File: src/rtl/button_event_pkg.sv
// Shared register offsets, bus constants and the event FIFO entry layout
// used by button_event_arbiter and its bench.
package button_event_pkg;

    localparam logic [1:0] REG_STATUS = 2'd0;
    localparam logic [1:0] REG_POP    = 2'd1;
    localparam logic [1:0] REG_CTRL   = 2'd2;
    localparam logic [1:0] REG_CLEAR  = 2'd3;

    localparam logic [1:0]  HTRANS_IDLE = 2'b00;
    localparam logic [31:0] EMPTY_READ  = 32'hFFFF_FFFF;

    typedef struct packed {
        logic [15:0] ts;
        logic [12:0] rsvd;
        logic [2:0]  src;
    } event_entry_t;

endpackage

File: src/rtl/event_fifo.sv
// Synchronous FIFO with push/pop/flush and occupancy flags; the head entry is
// presented combinationally so a bus read can return and pop it in one cycle.
module event_fifo #(
    parameter int WIDTH = 32,
    parameter int DEPTH = 4
) (
    input  logic                       HCLK,
    input  logic                       HRESET,
    input  logic                       push,
    input  logic                       pop,
    input  logic                       flush,
    input  logic [WIDTH-1:0]           wr_data,
    output logic [WIDTH-1:0]           rd_data,
    output logic [$clog2(DEPTH):0]     count,
    output logic                       full,
    output logic                       empty
);

    localparam int AW = $clog2(DEPTH);
    localparam int CW = AW + 1;

    logic [WIDTH-1:0] mem_reg [DEPTH];
    logic [AW-1:0]    wr_ptr_reg;
    logic [AW-1:0]    rd_ptr_reg;
    logic [CW-1:0]    count_reg;
    logic             do_push;
    logic             do_pop;

    assign empty   = (count_reg == '0);
    assign full    = (count_reg == CW'(DEPTH));
    assign count   = count_reg;
    assign rd_data = mem_reg[rd_ptr_reg];

    // A push into a full FIFO is legal only when the head leaves in the same cycle.
    assign do_pop  = pop && !empty;
    assign do_push = push && (!full || do_pop);

    always_ff @(posedge HCLK or posedge HRESET) begin
        if (HRESET) begin
            wr_ptr_reg <= '0;
            rd_ptr_reg <= '0;
            count_reg  <= '0;
        end else if (flush) begin
            wr_ptr_reg <= '0;
            rd_ptr_reg <= '0;
            count_reg  <= '0;
        end else begin
            if (do_push) wr_ptr_reg <= wr_ptr_reg + 1'b1;
            if (do_pop)  rd_ptr_reg <= rd_ptr_reg + 1'b1;
            count_reg <= count_reg + CW'(do_push) - CW'(do_pop);
        end
    end

    always_ff @(posedge HCLK) begin
        if (do_push && !flush) mem_reg[wr_ptr_reg] <= wr_data;
    end

endmodule

File: src/rtl/button_event_arbiter.sv
// AHB-Lite slave: latches event pulses, arbitrates them round-robin into an event
// FIFO and raises IRQ while it holds entries. BUTTON_EVENT_TIMESTAMP_EN adds timestamps.
module button_event_arbiter
    import button_event_pkg::*;
#(
    parameter int NUM_SRC    = 4,
    parameter int FIFO_DEPTH = 4
) (
    input  logic               HCLK,
    input  logic               HRESET,
    input  logic [31:0]        HADDR,
    input  logic [31:0]        HWDATA,
    input  logic               HWRITE,
    input  logic               HREADY,
    input  logic               HSEL,
    input  logic [2:0]         HSIZE,
    input  logic [1:0]         HTRANS,
    input  logic [NUM_SRC-1:0] EventReq,
    output logic [31:0]        HRDATA,
    output logic               HREADYOUT,
    output logic               IRQ
);

    localparam int SRC_W = $clog2(NUM_SRC);
    localparam int CNT_W = $clog2(FIFO_DEPTH) + 1;

    logic               ap_valid_reg, ap_write_reg;
    logic [1:0]         ap_addr_reg;
    logic               ap_valid_next;
    logic               rd_access, wr_access, flush, clr_err, pop, push;
    logic [NUM_SRC-1:0] pending_reg, pending_next, new_req, grant_vec, drop_hit;
    logic [SRC_W-1:0]   rr_ptr_reg, rr_ptr_next, grant_idx;
    logic               grant_valid, fifo_can_accept, blocked;
    logic [7:0]         mask_reg;
    logic               irq_en_reg, overflow_reg, drop_reg, irq_reg;
    logic [15:0]        wd_cnt_reg;
    logic [15:0]        ts_value;
    event_entry_t       push_entry, head_entry;
    logic [CNT_W-1:0]   fifo_count, count_after;
    logic               fifo_full, fifo_empty;
    logic [3:0]         count_lo;
    logic               unused_ok;

    assign unused_ok = ^{HADDR[31:4], HADDR[1:0], HSIZE, HWDATA[31:9]};

    assign ap_valid_next = HSEL && HREADY && (HTRANS != HTRANS_IDLE);
    assign rd_access     = ap_valid_reg && !ap_write_reg;
    assign wr_access     = ap_valid_reg && ap_write_reg;
    assign flush         = wr_access && (ap_addr_reg == REG_CLEAR) && HWDATA[0];
    assign clr_err       = wr_access && (ap_addr_reg == REG_CLEAR) && HWDATA[1];
    assign pop           = rd_access && (ap_addr_reg == REG_POP) && !fifo_empty;
    assign fifo_can_accept = !fifo_full || pop;
    assign push          = grant_valid;
    assign blocked       = (|pending_reg) && !fifo_can_accept;

    // Round-robin scan starting at rr_ptr; a flush cycle grants nothing.
    always_comb begin
        int idx;
        idx         = 0;
        grant_valid = 1'b0;
        grant_idx   = '0;
        grant_vec   = '0;
        for (int k = 0; k < NUM_SRC; k++) begin
            idx = (int'(rr_ptr_reg) + k) % NUM_SRC;
            if (!grant_valid && pending_reg[SRC_W'(idx)] && fifo_can_accept && !flush) begin
                grant_valid = 1'b1;
                grant_idx   = SRC_W'(idx);
            end
        end
        if (grant_valid) grant_vec[grant_idx] = 1'b1;
    end

    assign rr_ptr_next = (grant_idx == SRC_W'(NUM_SRC - 1)) ? '0 : grant_idx + SRC_W'(1);

    generate
        for (genvar gi = 0; gi < NUM_SRC; gi++) begin : g_src
            assign new_req[gi]      = EventReq[gi] && mask_reg[gi];
            assign pending_next[gi] = !flush && ((pending_reg[gi] && !grant_vec[gi]) || new_req[gi]);
            assign drop_hit[gi]     = !flush && new_req[gi] && pending_reg[gi] && !grant_vec[gi];
        end
    endgenerate

`ifdef BUTTON_EVENT_TIMESTAMP_EN
    logic [4:0]  presc_reg;
    logic [15:0] tick_reg;

    always_ff @(posedge HCLK or posedge HRESET) begin
        if (HRESET) begin
            presc_reg <= '0;
            tick_reg  <= '0;
        end else begin
            presc_reg <= presc_reg + 1'b1;
            if (presc_reg == '1) tick_reg <= tick_reg + 1'b1;
        end
    end

    assign ts_value = tick_reg;
`else
    assign ts_value = '0;
`endif

    assign push_entry.ts   = ts_value;
    assign push_entry.rsvd = '0;
    assign push_entry.src  = 3'(grant_idx);

    event_fifo #(
        .WIDTH ($bits(event_entry_t)),
        .DEPTH (FIFO_DEPTH)
    ) u_fifo (
        .HCLK    (HCLK),
        .HRESET  (HRESET),
        .push    (push),
        .pop     (pop),
        .flush   (flush),
        .wr_data (push_entry),
        .rd_data (head_entry),
        .count   (fifo_count),
        .full    (fifo_full),
        .empty   (fifo_empty)
    );

    // IRQ follows the occupancy the FIFO will have after this edge.
    assign count_after = fifo_count + CNT_W'(push) - CNT_W'(pop);
    assign count_lo    = 4'(fifo_count);

    always_ff @(posedge HCLK or posedge HRESET) begin
        if (HRESET) begin
            ap_valid_reg <= 1'b0;
            ap_write_reg <= 1'b0;
            ap_addr_reg  <= '0;
            pending_reg  <= '0;
            rr_ptr_reg   <= '0;
            mask_reg     <= 8'hFF;
            irq_en_reg   <= 1'b0;
            overflow_reg <= 1'b0;
            drop_reg     <= 1'b0;
            wd_cnt_reg   <= '0;
            irq_reg      <= 1'b0;
        end else begin
            ap_valid_reg <= ap_valid_next;
            ap_write_reg <= ap_valid_next && HWRITE;
            ap_addr_reg  <= ap_valid_next ? HADDR[3:2] : 2'b00;
            pending_reg  <= pending_next;
            if (grant_valid) rr_ptr_reg <= rr_ptr_next;
            if (wr_access && (ap_addr_reg == REG_CTRL)) begin
                mask_reg   <= HWDATA[7:0];
                irq_en_reg <= HWDATA[8];
            end
            if (flush || !blocked) begin
                wd_cnt_reg <= '0;
            end else begin
                wd_cnt_reg <= wd_cnt_reg + 1'b1;
                if (wd_cnt_reg == '1) overflow_reg <= 1'b1;
            end
            if (clr_err) overflow_reg <= 1'b0;
            if (clr_err)        drop_reg <= 1'b0;
            else if (|drop_hit) drop_reg <= 1'b1;
            irq_reg <= irq_en_reg && !flush && (count_after != '0);
        end
    end

    always_comb begin
        HRDATA = '0;
        if (rd_access) begin
            case (ap_addr_reg)
                REG_STATUS: HRDATA = {24'b0, drop_reg, overflow_reg, fifo_full, fifo_empty, count_lo};
                REG_POP:    HRDATA = fifo_empty ? EMPTY_READ : head_entry;
                REG_CTRL:   HRDATA = {23'b0, irq_en_reg, mask_reg};
                default:    HRDATA = '0;
            endcase
        end
    end

    assign HREADYOUT = 1'b1;
    assign IRQ       = irq_reg;

endmodule

File: config.mk
export PLATFORM = sky130hd
export DESIGN_NAME = button_event_arbiter
export DESIGN_NICKNAME = d
export VERILOG_FILES = /design/src/rtl/button_event_pkg.sv /design/src/rtl/event_fifo.sv /design/src/rtl/button_event_arbiter.sv
export SDC_FILE = /design/constraint.sdc
export NUM_CORES = 1
export LEC_CHECK = 0
export BUFFER_PORTS_ARGS = -buffer_cell sky130_fd_sc_hd__clkbuf_2
export CAP_MARGIN = 10
export CORE_ASPECT_RATIO = 1.25
export CORE_UTILIZATION = 39
export CTS_CLUSTER_SIZE = 14
export DETAILED_ROUTE_END_ITERATION = 10
export GPL_TIMING_DRIVEN = 1
export PLACE_DENSITY = 0.76
export SYNTH_ARGS = -nofsm -noshare
export SYNTH_HDL_FRONTEND = slang
export SYNTH_SLANG_ARGS = --single-unit
File: constraint.sdc
create_clock -name HCLK -period 6.9 [get_ports HCLK]
set_input_delay 0.345 -clock HCLK [delete_from_list [all_inputs] [get_ports HCLK]]
set_output_delay 0.345 -clock HCLK [all_outputs]
set_load 0.1 [all_outputs]
==> reports/qor.csv <==
metric,value,unit
# clock sinks,53,
routability cong.,0.806,
CTS Root Cell,clkbuf_8,
critical-path cell list,"or3_1, nand2_1, nor2_1, a2111oi_0, clkbuf_2",
Power Density,341,nW/µm²
YS warnings,0,
Layout Skew,3.80,ps
Avg Vias per Cell,5.25,
Die Span Y,101,µm
Crit Path Max Fanout,7,
final WL,5.82,mm
Max-Slew Margin vs Limit,46.7,%
largest net degree at the start of global routing,46,
Pleak,1.49,nW
Final setup viols,0,
ant diodes,0,
actual slew at the worst max-slew pin,797,ps
fmax,359,MHz
Largest register FFs,16,
Via Count,2236,
Mapped Cells,302,
Netlist cell types,49,
post-synthesis sequential area ratio,45.0,%
post-CTS setup buffers,0,
outcome,"finished, final reports clean",
DR DRC count,0,
Placed Instances,418,
WS Path Type,flip-flop to output port,
HPWL Detailed,4.40,mm
Pins Over Slew Limit,0,
Final Core Density,44.6,%
register bit total from synthesis,53,
async set-reset flop share out of synthesis,84.9,%
core area,7490,µm²
total of max-cap violations,0,
Critical Path AT,2440,ps
hold crit path type,primary input to async pin,
gr ovfl total,0,
layout cells sized above 1,26.9,%
synth top area cells,"dfrtp_1 (30%), edfxtp_1 (7.8%), dfstp_2 (6.9%), buf_4 (5.6%), ha_1 (4.9%)",
area added between synthesis and finish,9.11,%
# IOs,112,
peak supply drop,0.000196,V
Power Total,1.14,mW
mean area per synthesized cell,10.1,µm²
placed cell area,3250,µm²
All-Layer GR Usage,16.0,%
Hold Slack,147,ps
Final WS setup,4110,ps
Post-synth EDFFs,8,
ANT nets after route,0,
DR WL/cell,13.7,µm
Final min period,2790,ps
Non-Filler Instances,426,
first-pass GRT wire length,10.1,mm
Critical Path End Type,output port,
cell taking the most area after synthesis,dfrtp_1,
CTS Buf Count,5,
Pre-antenna DRT Iters,4,
part of the cycle the worst path needs,40.4,%
post-CTS sizing,0,
CTS tree,done,
Fin. Hold Viols,0,
Post-CTS Hold Fix Bufs,0,
clock-pin slew on the worst setup and hold paths,90,ps
number of global-route vias before repair,2198,
syn nets,394,
DRT iter0 DRCs,112,
"Largest stage delay, worst path",550,ps
Post-synth top flop,dfrtp_1,
later-pin clock latency in the skew report,300,ps
initial antenna violation count,0,
Max Root-Sink Buffers,2,
Starting Density,40.9,%
Setup crit start kind,flip-flop,
IO buf count,54,
CP required,6550,ps
DIE AREA,8210,µm²
nets@finish,425,
pre-CTS setup slack,4120,ps
critical path's slowest cell,clkbuf_2,
RSZ-0062 raised after global routing,false,
chip width,81.3,µm
top cell type's share of synthesized area,30.2,%
# rows,35,
Fin Setup TNS,0,ps
post-route cell area,3340,µm²
H-tree depth,2,
post-synthesis cell area,3060,µm²
-- area by class of cell --
class                           count  area [µm²]
Clock inverter                      1        6.26
Timing Repair Buffer               55         278
Multi-Input combinational cell    202        1420
Clock buffer                        7        86.3
Sequential cell                    53        1380
Tap cell                           92         115
Inverter                           16        60.1
Fill cell                         693        4150
-- cell families (layout without fill, tap and decap cells) --
kind of cell | count (synthesis) | in the layout | synth area share, %
mux | 12 | 12 | 5.15
fa+ha+maj | 14 | 14 | 6.21
other cells | 1 | 1 | 0.122
xor+xnor | 17 | 17 | 4.86
flops | 53 | 53 | 45.0
simple gates | 112 | 112 | 19.7
compound gates | 46 | 46 | 10.2
buf+inv | 47 | 79 | 8.79
-- synthesized netlist by cell type, types with 2 or more instances --
master     count
dfstp_2        8
and4_1         4
mux4_2         2
nor2_1        29
nand3_1       11
inv_1         15
nor4_1         2
mux2_2         9
or3_1          8
nand2_1       19
nand4_1        6
xnor2_1        4
fa_1           2
a211oi_1       4
xor2_1        13
dfrtp_1       37
edfxtp_1       8
buf_4         23
a21oi_1       15
buf_2          5
o21ai_0       12
a22oi_1        3
a2111oi_0      2
a21o_1         2
and3_1         4
nor3_1         5
and2_1        12
ha_1          12
clkbuf_1       2
nand2b_1       5
-- power breakdown --
part	switching, mW	internal, mW	leakage (nW)	total, mW
clock	0.0998	0.0820	0.0488	0.182
combinational	0.280	0.186	0.813	0.466
sequential	0.0715	0.418	0.631	0.490
-- placed cells by master (no fill, tap or decap), types with 2 or more instances in the layout --
master     synthesis  layout
and3_1             4       4
nand2b_1           5       5
a21o_1             2       2
dfrtp_1           37      37
xor2_1            13      13
nor4_1             2       2
and2_1            12      12
fa_1               2       2
clkbuf_2           0      54
inv_1             15      14
edfxtp_1           8       8
o21ai_0           12      12
nor3_1             5       5
nand2_1           19      19
a21oi_1           15      15
or3_1              8       8
clkbuf_8           0       6
nand4_1            6       6
a211oi_1           4       4
ha_1              12      12
dfstp_2            8       8
nand3_1           11      11
and4_1             4       4
nor2_1            29      28
a22oi_1            3       3
xnor2_1            4       4
a2111oi_0          2       2
mux2_2             9       9
mux4_2             2       2
-- worst max-delay path, delay by kind of cell (launching register included) --
kind	cells	cell delay [ps]
AND/OR/NAND/NOR	3	670
buffers and inverters	1	550
flip-flops	1	480
AO/OA/AOI/OAI	1	430
-- final timing paths --
path	startpoint	to	slack, ps	cells after the start
worst max-delay path	u_fifo.count[1]$_DFF_PP0_	HRDATA[0]	4110	5
worst min-delay path	HRESET	wd_cnt_reg[11]$_DFF_PP0_	150	3
worst max register to register	ap_addr_reg[1]$_DFF_PP0_	drop_reg$_DFFE_PP0P_	4200	8
worst min register to register	wd_cnt_reg[0]$_DFF_PP0_	wd_cnt_reg[0]$_DFF_PP0_	460	1
max in group asynchronous	HRESET	mask_reg[1]$_DFFE_PP1P_	6380	3
min in group HCLK	HWRITE	ap_write_reg$_DFF_PP0_	260	2
-- metal layers --
metal | wire (µm) | track usage (%)
met1 | 2410 | 19.3
met2 | 3060 | 28.4
met3 | 267 | 2.81
met4 | 80 | 4.95
met5 | 0 | 0
No activity file was read; power rests on OpenSTA's default activity.
